==> config.mk <==
export PLATFORM = sky130hd
export DESIGN_NAME = t02_writeback_arbiter_flat
export DESIGN_NICKNAME = d
export VERILOG_FILES = /design/src/rtl/t02_writeback_arbiter_pkg.sv /design/src/rtl/t02_writeback_arbiter_if.sv /design/src/rtl/t02_writeback_arbiter_scoreboard.sv /design/src/rtl/t02_writeback_arbiter.sv /design/src/flat_wrapper.sv
export SDC_FILE = /design/constraint.sdc
export NUM_CORES = 1
export LEC_CHECK = 0
export CAP_MARGIN = 25
export CORE_AREA = 2 2 90 92
export CTS_CLUSTER_DIAMETER = 30
export DETAILED_ROUTE_END_ITERATION = 12
export DIE_AREA = 0 0 92 94
export PLACE_DENSITY = 0.86
export SYNTH_ARGS = -nofsm -noshare
export SYNTH_HDL_FRONTEND = slang
export SYNTH_HIERARCHICAL = 1
export SYNTH_SLANG_ARGS = --single-unit
==> constraint.sdc <==
create_clock -name clk -period 5.3 [get_ports clk]
set_clock_uncertainty 0.15 [all_clocks]
set_input_delay 1.59 -clock clk [delete_from_list [all_inputs] [get_ports clk]]
set_output_delay 1.59 -clock clk [all_outputs]
set_load 0.005 [all_outputs]
==> src/rtl/t02_writeback_arbiter_pkg.sv <==
// Shared types and widths for the writeback arbiter slice: source enum,
// registered write-command struct, and default widths.
package t02_wb_pkg;

   localparam int IDX_W  = 5;
   localparam int DATA_W = 32;

   typedef enum logic {
      SRC_ALU = 1'b0,
      SRC_MEM = 1'b1
   } wb_src_t;

   typedef struct packed {
      logic              valid;
      logic [IDX_W-1:0]  index;
      logic [DATA_W-1:0] data;
   } wb_cmd_t;

endpackage

==> src/rtl/t02_writeback_arbiter_if.sv <==
// Writeback request bundle: ALU and load sources, each a valid/ready handshake.
// master = requesters, slave = arbiter.
interface t02_wb_if #(
   parameter int IDX_W  = t02_wb_pkg::IDX_W,
   parameter int DATA_W = t02_wb_pkg::DATA_W
);
   logic              alu_valid;
   logic [IDX_W-1:0]  alu_index;
   logic [DATA_W-1:0] alu_data;
   logic              alu_ready;

   logic              mem_valid;
   logic [IDX_W-1:0]  mem_index;
   logic [DATA_W-1:0] mem_data;
   logic              mem_ready;

   modport master (
      output alu_valid, alu_index, alu_data,
      output mem_valid, mem_index, mem_data,
      input  alu_ready, mem_ready
   );

   modport slave (
      input  alu_valid, alu_index, alu_data,
      input  mem_valid, mem_index, mem_data,
      output alu_ready, mem_ready
   );
endinterface

==> src/rtl/t02_writeback_arbiter_scoreboard.sv <==
// Pending-destination scoreboard: one bit per register, set on issue, cleared on
// commit; register 0 never becomes pending.
module t02_wb_scoreboard #(
   parameter int IDX_W = t02_wb_pkg::IDX_W
) (
   input  logic             clk,
   input  logic             nRST,
   input  logic             set_en,
   input  logic [IDX_W-1:0] set_idx,
   input  logic             clr_en,
   input  logic [IDX_W-1:0] clr_idx,
   input  logic [IDX_W-1:0] rd_idx1,
   input  logic [IDX_W-1:0] rd_idx2,
   output logic             busy1,
   output logic             busy2
);

   localparam int NREG = 1 << IDX_W;

   logic [NREG-1:0] pending;
   logic [NREG-1:0] set_mask;
   logic [NREG-1:0] clr_mask;

   always_comb begin
      set_mask = '0;
      clr_mask = '0;
      if (set_en && (set_idx != '0)) set_mask[set_idx] = 1'b1;
      if (clr_en) clr_mask[clr_idx] = 1'b1;
   end

   // Set is applied after clear so a newer producer on the same index wins.
   always_ff @(posedge clk or negedge nRST) begin
      if (!nRST) pending <= '0;
      else       pending <= (pending & ~clr_mask) | set_mask;
   end

   assign busy1 = (rd_idx1 != '0) && pending[rd_idx1];
   assign busy2 = (rd_idx2 != '0) && pending[rd_idx2];

endmodule

==> src/rtl/t02_writeback_arbiter.sv <==
// Round-robin writeback arbiter feeding the register file write port, with a
// pending-destination scoreboard. Optional bypass: define T02_WB_FORWARD_EN.
import t02_wb_pkg::*;

module t02_writeback_arbiter #(
   parameter int DATA_W = t02_wb_pkg::DATA_W,
   parameter int IDX_W  = t02_wb_pkg::IDX_W
) (
   input  logic              clk,
   input  logic              nRST,
   t02_wb_if.slave           wb,
   input  logic              issue_valid,
   input  logic [IDX_W-1:0]  issue_index,
   input  logic [IDX_W-1:0]  read_index1,
   input  logic [IDX_W-1:0]  read_index2,
   output logic              busy1,
   output logic              busy2,
`ifdef T02_WB_FORWARD_EN
   output logic [DATA_W-1:0] fwd_data1,
   output logic [DATA_W-1:0] fwd_data2,
   output logic              fwd_sel1,
   output logic              fwd_sel2,
`endif
   output logic              reg_write,
   output logic [IDX_W-1:0]  write_index,
   output logic [DATA_W-1:0] write_data
);

   wb_src_t last_grant;
   wb_cmd_t cmd;
   logic    grant_alu;
   logic    grant_mem;
   logic    sb_busy1;
   logic    sb_busy2;

   // MEM wins alone, or on a tie when ALU had the last grant. Gated by reset so
   // nothing is accepted while the block is held in reset.
   assign grant_mem = nRST && wb.mem_valid && (!wb.alu_valid || (last_grant == SRC_ALU));
   assign grant_alu = nRST && wb.alu_valid && !grant_mem;

   assign wb.mem_ready = grant_mem;
   assign wb.alu_ready = grant_alu;

   always_ff @(posedge clk or negedge nRST) begin
      if (!nRST) begin
         cmd        <= '0;
         last_grant <= SRC_ALU;
      end else if (grant_mem) begin
         cmd.valid  <= (wb.mem_index != '0);
         cmd.index  <= wb.mem_index;
         cmd.data   <= wb.mem_data;
         last_grant <= SRC_MEM;
      end else if (grant_alu) begin
         cmd.valid  <= (wb.alu_index != '0);
         cmd.index  <= wb.alu_index;
         cmd.data   <= wb.alu_data;
         last_grant <= SRC_ALU;
      end else begin
         cmd.valid  <= 1'b0;
      end
   end

   assign reg_write   = cmd.valid;
   assign write_index = cmd.index;
   assign write_data  = cmd.data;

   t02_wb_scoreboard #(.IDX_W(IDX_W)) u_scoreboard (
      .clk     (clk),
      .nRST    (nRST),
      .set_en  (issue_valid),
      .set_idx (issue_index),
      .clr_en  (cmd.valid),
      .clr_idx (cmd.index),
      .rd_idx1 (read_index1),
      .rd_idx2 (read_index2),
      .busy1   (sb_busy1),
      .busy2   (sb_busy2)
   );

`ifdef T02_WB_FORWARD_EN
   // A committing write satisfies the reader this cycle via the bypass path.
   assign fwd_sel1  = cmd.valid && (cmd.index == read_index1);
   assign fwd_sel2  = cmd.valid && (cmd.index == read_index2);
   assign fwd_data1 = cmd.data;
   assign fwd_data2 = cmd.data;
   assign busy1     = sb_busy1 && !fwd_sel1;
   assign busy2     = sb_busy2 && !fwd_sel2;
`else
   assign busy1     = sb_busy1;
   assign busy2     = sb_busy2;
`endif

endmodule

==> src/flat_wrapper.sv <==
// flat-port wrapper written by rule: the top's interface ports become plain ports
module t02_writeback_arbiter_flat 
#(
   parameter int DATA_W = t02_wb_pkg::DATA_W,
   parameter int IDX_W  = t02_wb_pkg::IDX_W
)
  (clk, nRST, issue_valid, issue_index, read_index1, read_index2, busy1, busy2, reg_write, write_index, write_data, wb_alu_valid, wb_alu_index, wb_alu_data, wb_mem_valid, wb_mem_index, wb_mem_data, wb_alu_ready, wb_mem_ready);
  t02_wb_if #(.IDX_W(IDX_W), .DATA_W(DATA_W)) wb_i ();
  input  logic clk;
  input  logic nRST;
  input  logic issue_valid;
  input  logic [IDX_W-1:0] issue_index;
  input  logic [IDX_W-1:0] read_index1;
  input  logic [IDX_W-1:0] read_index2;
  output logic busy1;
  output logic busy2;
  output logic reg_write;
  output logic [IDX_W-1:0] write_index;
  output logic [DATA_W-1:0] write_data;
  input wire logic [$bits(wb_i.alu_valid)-1:0] wb_alu_valid;
  input wire logic [$bits(wb_i.alu_index)-1:0] wb_alu_index;
  input wire logic [$bits(wb_i.alu_data)-1:0] wb_alu_data;
  input wire logic [$bits(wb_i.mem_valid)-1:0] wb_mem_valid;
  input wire logic [$bits(wb_i.mem_index)-1:0] wb_mem_index;
  input wire logic [$bits(wb_i.mem_data)-1:0] wb_mem_data;
  output wire logic [$bits(wb_i.alu_ready)-1:0] wb_alu_ready;
  output wire logic [$bits(wb_i.mem_ready)-1:0] wb_mem_ready;
  assign wb_i.alu_valid = wb_alu_valid;
  assign wb_i.alu_index = wb_alu_index;
  assign wb_i.alu_data = wb_alu_data;
  assign wb_i.mem_valid = wb_mem_valid;
  assign wb_i.mem_index = wb_mem_index;
  assign wb_i.mem_data = wb_mem_data;
  assign wb_alu_ready = wb_i.alu_ready;
  assign wb_mem_ready = wb_i.mem_ready;
  t02_writeback_arbiter #(.DATA_W(DATA_W), .IDX_W(IDX_W)) u_core (.clk(clk), .nRST(nRST), .wb(wb_i), .issue_valid(issue_valid), .issue_index(issue_index), .read_index1(read_index1), .read_index2(read_index2), .busy1(busy1), .busy2(busy2), .reg_write(reg_write), .write_index(write_index), .write_data(write_data));
endmodule
# After elaboration in Yosys (flattened, before gate mapping)
# Index checks and enable logic that the tools add are counted.
# op_classes
add_sub_neg,0
multipliers,0
order_cmp,6
n_eq_ne,0
bitwise_logic,4
n_mux,15
n_shift,0
reduce_logical,18
div_mod_pow,0
# op_table
op,n
$mux W32,2
$mux W38,1
$mux W37,1
$and A32 B32 Y32,1
$not A32 Y32,1
$or A32 B32 Y32,1
$reduce_bool A5 Y1,5
$lt A5 B6 Y1 const B,4
$bmux W1 S5,2
$demux W1 S5,2
$ge A5 B1 Y1 const B,2
$logic_and A1 B1 Y1,9
$mux W1,7
$logic_not A1 Y1,2
$reduce_bool A2 Y1,1
$logic_or A1 B1 Y1,1
$not A1 Y1,1
# totals
out_inout_bits,42
memories,0
input_bits,94
reg_bits,71
word_cells,48
latchBits,0
romBits,0
mem_bits_rw,0

# Depth between registers and ports, before layout
# Gate-level depths: netlist of run 1.
# depth
ltp_word,8
depth_mapped,6
depth_no_buf,4

# Cells and area by module
# The synthesis of run 1 kept the hierarchy.
# modules_own_cells
module,n_inst,cells_each,area_per_inst_um2,seq_area_each_um2
t02_wb_scoreboard,1,184,1865.5,775.7
t02_writeback_arbiter,1,139,1719.1,975.9

# Worst setup path before layout of run 1
# No wires, ideal clock.
# synth_path
path_type,input to output
startpoint,input read_index1[2]
endpoint,output busy1
cell_stages,5
setup_slack_ns,0.944
arrival_ns,2.616
n_path_buf,1
cell_sequence,buf_6 > mux4_1 > mux2_2 > nand3_1 > nand4_1
# synth_via
elab_chain_len,3
# synth_lines
item,line_no,rtl
start: declaration,flat_wrapper.sv:13,input logic [IDX_W-1:0] read_index1;
$bmux W1 S5,t02_writeback_arbiter_scoreboard.sv:37,assign busy1 = (rd_idx1 != '0) && pending[rd_idx1];
$mux W1 (not written as such),t02_writeback_arbiter_scoreboard.sv:37,
$logic_and A1 B1 Y1 (*),t02_writeback_arbiter_scoreboard.sv:37,
end: declaration,flat_wrapper.sv:15,output logic busy1;
# Mark *: on every way between the ends. The rest lies on a longest branch, timed or not. The select of a mux whose other input is x is not followed.

# Worst setup path after layout of run 1
# layout_path
startpoint,input read_index2[2]
endpoint,output busy2
# layout_via
elab_chain_len,3
# layout_lines
item,line_no,rtl
start: declaration,flat_wrapper.sv:14,input logic [IDX_W-1:0] read_index2;
$bmux W1 S5,t02_writeback_arbiter_scoreboard.sv:38,assign busy2 = (rd_idx2 != '0) && pending[rd_idx2];
$mux W1 (not written as such),t02_writeback_arbiter_scoreboard.sv:38,
$logic_and A1 B1 Y1 (*),t02_writeback_arbiter_scoreboard.sv:38,
end: declaration,flat_wrapper.sv:16,output logic busy2;
# Marks and branches as above.

==> flow_metrics.env, run 1 <==
export IMPL_fp_row_count=32
export IMPL_grtUsageTotal_pct=25.03
export IMPL_finalSetupViolCount=0
export IMPL_grt_pass1_wl_mm=17.11
export IMPL_dieHeight_um=94
export IMPL_clkLatencyLatePin_ps=330
export IMPL_yosys_warnings=6
export IMPL_wl_mm=10.79
export IMPL_avgRoutedWirePerCell_um=18.92
export IMPL_cap_violations=0
export IMPL_final_cell_mix="clkdlybuf4s50_1, dfrtp_1, o21ai_0"
export IMPL_tightest_slew_ps=775.2
export IMPL_drive_gt1_share_pct=10.04
export IMPL_core_mm2=0.007607
export IMPL_required_ps=3560
export IMPL_grt_overflow=0
export IMPL_slew_violations=0
export IMPL_ys_seq_area_share_pct=48.87
export IMPL_cts_hold_buf=0
export IMPL_n_antenna_cell=0
export IMPL_internal_power_mw=1.209
export IMPL_portBuffers=135
export IMPL_maxSlewHeadroom_pct=48.31
export IMPL_final_hold_viol_count=0
export IMPL_worstRegToRegCells=3
export IMPL_synth_area_mm2=0.003585
export IMPL_drt_iter0_markers=335
export IMPL_antenna_found_initial=0
export IMPL_layout_setup_ws_ps=49.13
export IMPL_die_w_um=92
export IMPL_power_share_clock_pct=24.7
export IMPL_layout_commonest_cell="clkdlybuf4s50_1"
export IMPL_critical_path_max_fanout=8
export IMPL_hpwl_mm=8.157
export IMPL_grt_max_degree=43
export IMPL_vias_per_cell=5.923
export IMPL_ys_types=37
export IMPL_p_sw_mw=0.5258
export IMPL_start_kind="input port"
export IMPL_cts_tree="done"
export IMPL_dieArea_mm2=0.008648
export IMPL_syn_mean_instance_area_um2=11.10
export IMPL_area_growth_synth_to_final_pct=47.26
export IMPL_swShare_pct=30.31
export IMPL_ir_drop_v=0.0001870
export IMPL_grt_pass1_vias=3479
export IMPL_min_period_ps=5251
export IMPL_cts_sinks=70
export IMPL_root_buffer="clkbuf_8"
export IMPL_htree_levels=3
export IMPL_yosys_most_used_dff="dfrtp_1"
export IMPL_finalInstanceArea_mm2=0.005279
export IMPL_ios=136
export IMPL_place_gp_congestion=0.8424
export IMPL_fin_crit_sh_pct=99.07
export IMPL_cts_setup_buffers=0
export IMPL_place_ws_ps=-82.05
export IMPL_p_leak_nw=2.030
export IMPL_place_area_mm2=0.005074
export IMPL_syn_inst=323
export IMPL_antenna_left=0
export IMPL_drt_pass1_iter_count=4
export IMPL_final_util_pct=69.39
export IMPL_hold_class="reg2reg"
export IMPL_synth_nets=417
export IMPL_start_util_pct=47.12
export IMPL_fin_hold_ws_ps=406.6
export IMPL_p_per_area_mw_per_mm2=328.7
export IMPL_hold_depth=2
export IMPL_async_reset_ff_share_pct=100.0
export IMPL_clock_path_buffers=2
export IMPL_synth_edf_count=0
export IMPL_fmax_mhz=190.4
export IMPL_ys_ff_latch=70
export IMPL_path_clk_slew_ps=80
export IMPL_nets=558
export IMPL_critPathCaptureType="output port"
export IMPL_numCtsBuffers=9
export IMPL_combPwrFrac_pct=29.3
export IMPL_num_vias=3376
export IMPL_drc=0
export IMPL_outcome="finished, final reports clean"
export IMPL_worst_setup_path_type="in2out"
export IMPL_worstPathArrival_ps=3510
export IMPL_share_seq_of_total_power_pct=46.1
[cells in the mapped netlist (4+ instances only)]
master / count / area, um2
a21oi_1: 4 / 20.02
buf_2: 9 / 45.04
and2_0: 36 / 225.2
or3b_2: 6 / 52.55
a221o_1: 37 / 370.4
nor2b_1: 4 / 25.02
mux2_2: 5 / 56.30
o311ai_0: 4 / 35.03
nand2_1: 8 / 30.03
mux2i_1: 14 / 140.1
a22oi_1: 4 / 30.03
o21ai_0: 63 / 315.3
nand3b_1: 10 / 75.07
dfrtp_1: 70 / 1752
nand3_1: 5 / 25.02
nor2_1: 5 / 18.77
[per-layer routing]
layer / global-route usage [%] / vias up / routed length [um]
li1: - / 1534 / -
met3: 6.822 / 12 / 841
met4: 5.846 / 0 / 122
met2: 42.71 / 164 / 5361
met1: 32.00 / 1666 / 4460
met5: 0 / - / 0
[kinds of logic (layout without fill, tap and decap cells)]
kind of cell    count (synthesis)  in the layout  share of synthesized area, %
mux                            25             25                         9.563
flops                          70             70                         48.87
simple gates                   84             84                         14.28
buf+inv                        21            166                         3.455
compound gates                123            123                         23.84
[metrics by stage]
step / cells / power (mW) / TNS (ps)
3_5_place_dp: 555 / 1.309 / -82.05
4_1_cts: 570 / 1.737 / 0
3_3_place_gp: 554 / 1.275 / -31.76
5_1_grt: 570 / 1.824 / -19.25
6_report: 570 / 1.735 / 0
2_1_floorplan: 323 / 1.013 / 0
[registers in the layout (all words and copies together) (netlist names)]
name	count
u_core/u_scoreboard/pending	31
u_core/reg_write	1
u_core/write_data	32
u_core/write_index	5
u_core/last_grant	1
[critical path, stage by stage]
cell	delay, ps
clkdlybuf4s50_1	480
buf_6	140
mux4_2	480
nand2b_1	160
o211ai_1	80
nand4_1	110
clkdlybuf4s50_1	470
[power by group through the flow]
stage	combinational [mW]	clock [mW]	sequential [mW]
6_report	0.508	0.428	0.799
3_5_place_dp	0.506	0	0.803
5_1_grt	0.553	0.458	0.813
3_3_place_gp	0.480	0	0.795
4_1_cts	0.508	0.435	0.794
2_1_floorplan	0.257	0	0.756
[worst paths after layout]
kind	from	end	slack (ps)
max	read_index2[2]	busy2	50
min	u_core/u_scoreboard/pending[30]	u_core/u_scoreboard/pending[30]	410
max reg2reg	u_core/write_index[4]	u_core/u_scoreboard/pending[19]	3640
min reg2reg	u_core/u_scoreboard/pending[30]	u_core/u_scoreboard/pending[30]	410
max in group asynchronous	nRST	u_core/write_index[4]	3400
min in group asynchronous	nRST	u_core/write_data[24]	1160
[area by class of cell]
type / instances / area (um2)
clock buffers: 10 / 137.6
clock inverters: 5 / 60.06
fillers: 560 / 2328
inverters: 4 / 15.01
multi-input cells: 232 / 1735
flip-flops and latches: 70 / 1752
well taps: 102 / 127.6
repair buffers: 147 / 1451
[repair_timing]
| item | in CTS | in global routing |
|---|---|---|
| resized for setup | 1 | 4 |
| cloned | 0 | 0 |
| setup endpoints to repair | 1 | 2 |
| pin swaps | 0 | 0 |
(Power assumes the default switching activity.)
==> run 2, diff against run 1 <==
==> constraint.sdc (replaced) <==
create_clock -name clk -period 6.6 [get_ports clk]
set_clock_uncertainty 0.15 [all_clocks]
set_input_delay 1.98 -clock clk [delete_from_list [all_inputs] [get_ports clk]]
set_output_delay 1.98 -clock clk [all_outputs]
set_load 0.005 [all_outputs]
==> run 2 against run 1 <==
Against the previous run: register-to-register slack better by 1300 ps; power down 22%; sequential cell count unchanged; setup slack better by 290 ps; cell count down 1.1%; via count up 1.2%; combinational power down 19%.
==> flow_metrics.env, run 2 (synthesis results as in run 1) <==
export IMPL_outcome="finished, final reports clean"
export IMPL_min_period_ps=6257
export IMPL_ir_drop_v=0.0001408
export IMPL_critPathCaptureType="output port"
export IMPL_path_clk_slew_ps=80
export IMPL_tns_ps=0
export IMPL_drc=0
export IMPL_drt_pass1_iter_count=7
export IMPL_tightest_slew_ps=600.7
export IMPL_slew_violations=0
export IMPL_start_util_pct=47.12
export IMPL_required_ps=4470
export IMPL_die_w_um=92
export IMPL_antenna_left=0
export IMPL_final_cell_mix="clkdlybuf4s50_1, dfrtp_1, o21ai_0"
export IMPL_fp_row_count=32
export IMPL_place_gp_congestion=0.9377
export IMPL_p_leak_nw=1.983
export IMPL_finalSetupViolCount=0
export IMPL_maxSlewHeadroom_pct=59.95
export IMPL_p_per_area_mw_per_mm2=259.1
export IMPL_grt_pass1_wl_mm=17.57
export IMPL_fmax_mhz=159.8
export IMPL_worstRegToRegCells=3
export IMPL_largest_register_ffs=32
export IMPL_hold_depth=2
export IMPL_share_seq_of_total_power_pct=47.7
export IMPL_worstPathArrival_ps=4130
export IMPL_clock_path_buffers=2
export IMPL_ios=136
export IMPL_cts_sinks=70
export IMPL_swShare_pct=31.76
export IMPL_wl_mm=10.92
export IMPL_clkLatencyLatePin_ps=340
export IMPL_final_hold_viol_count=0
export IMPL_cts_resized=0
export IMPL_hpwl_mm=8.050
export IMPL_critical_path_buf_inv_count=3
export IMPL_dieHeight_um=94
export IMPL_cts_setup_buffers=0
export IMPL_avgRoutedWirePerCell_um=19.37
export IMPL_cap_violations=0
export IMPL_grt_max_degree=48
export IMPL_cp_top_family="buffers and inverters"
export IMPL_critical_path_max_fanout=12
export IMPL_drt_iter0_markers=270
export IMPL_dieArea_mm2=0.008648
export IMPL_fin_crit_sh_pct=94.80
export IMPL_root_buffer="clkbuf_8"
export IMPL_cp_num_cells=6
export IMPL_antenna_found_initial=0
export IMPL_p_sw_mw=0.4283
export IMPL_core_mm2=0.007607
export IMPL_hold_class="reg2reg"
export IMPL_grt_overflow=0
export IMPL_num_vias=3417
export IMPL_grt_pass1_vias=3500
export IMPL_start_kind="input port"
export IMPL_drive_gt1_share_pct=8.874
export IMPL_cts_hold_buf=0
export IMPL_power_share_clock_pct=21.9
export IMPL_htree_levels=3
export IMPL_path_cells="clkdlybuf4s50_1, buf_4, mux2_2, o311ai_0, nand4_1, clkdlybuf4s50_1"
export IMPL_internal_power_mw=0.9204
export IMPL_area_growth_synth_to_final_pct=45.20
export IMPL_worst_setup_path_type="in2out"
export IMPL_critPathSlowestCell="clkdlybuf4s50_1"
export IMPL_combPwrFrac_pct=30.3
export IMPL_grt_setup_unrepaired="false"
export IMPL_path_common_cell="clkdlybuf4s50_1"
export IMPL_slowest_delay_ps=510
export IMPL_layout_commonest_cell="clkdlybuf4s50_1"
export IMPL_n_antenna_cell=0
export IMPL_cts_tree="done"
export IMPL_numCtsBuffers=9
export IMPL_grtUsageTotal_pct=26.34
export IMPL_nets=552
export IMPL_vias_per_cell=6.059
export IMPL_final_util_pct=68.42
export IMPL_portBuffers=135
run 2: stage by stage:
stage                     hold WS, ps  instances  worst slack [ps]  cell area (um2)  power [mW]
after floorplan                 328.4        323              1464             3585      0.8136
after detailed placement        386.8        549             402.2             5041       1.051
after global placement          363.6        548             456.0             5014       1.021
after global routing            438.0        564             195.0             5205       1.430
after CTS                       405.9        564             399.3             5205       1.350
final                           410.7        564             343.3             5205       1.349
run 2: layout make-up:
class / instances / area, um2
Tap cell: 102 / 127.6
Timing Repair Buffer: 141 / 1411
Multi-Input combinational cell: 232 / 1735
Sequential cell: 70 / 1752
Clock buffer: 9 / 123.9
Fill cell: 589 / 2402
Inverter: 4 / 15.01
Clock inverter: 6 / 40.04
run 2: worst paths after layout:
kind,start,to,slack (ps)
max reg2reg,u_core/write_index[1],u_core/u_scoreboard/pending[24],4950
max,read_index2[2],busy2,340
min in group asynchronous,nRST,u_core/write_data[24],1490
min,u_core/u_scoreboard/pending[9],u_core/u_scoreboard/pending[9],410
max in group asynchronous,nRST,u_core/write_index[3],3790
min reg2reg,u_core/u_scoreboard/pending[9],u_core/u_scoreboard/pending[9],410
run 2: worst reg2reg max path, stage by stage, from the launching register on:
cell	delay, ps
dfrtp_1	430
or3b_2	580
o21ai_0	240
o21ai_0	130
run 2: routing by layer:
layer	routed length [um]	track usage (%)
met1	4088	31.50
met2	5519	44.61
met4	261	10.20
met5	0	0
met3	1053	8.266
run 2: power by group through the flow:
stage | registers, mW | clock network, mW | logic, mW
floorplan | 0.607 | 0 | 0.206
global placement | 0.639 | 0 | 0.382
detailed placement | 0.644 | 0 | 0.407
CTS | 0.638 | 0.303 | 0.409
global route | 0.655 | 0.326 | 0.449
finish | 0.644 | 0.296 | 0.409
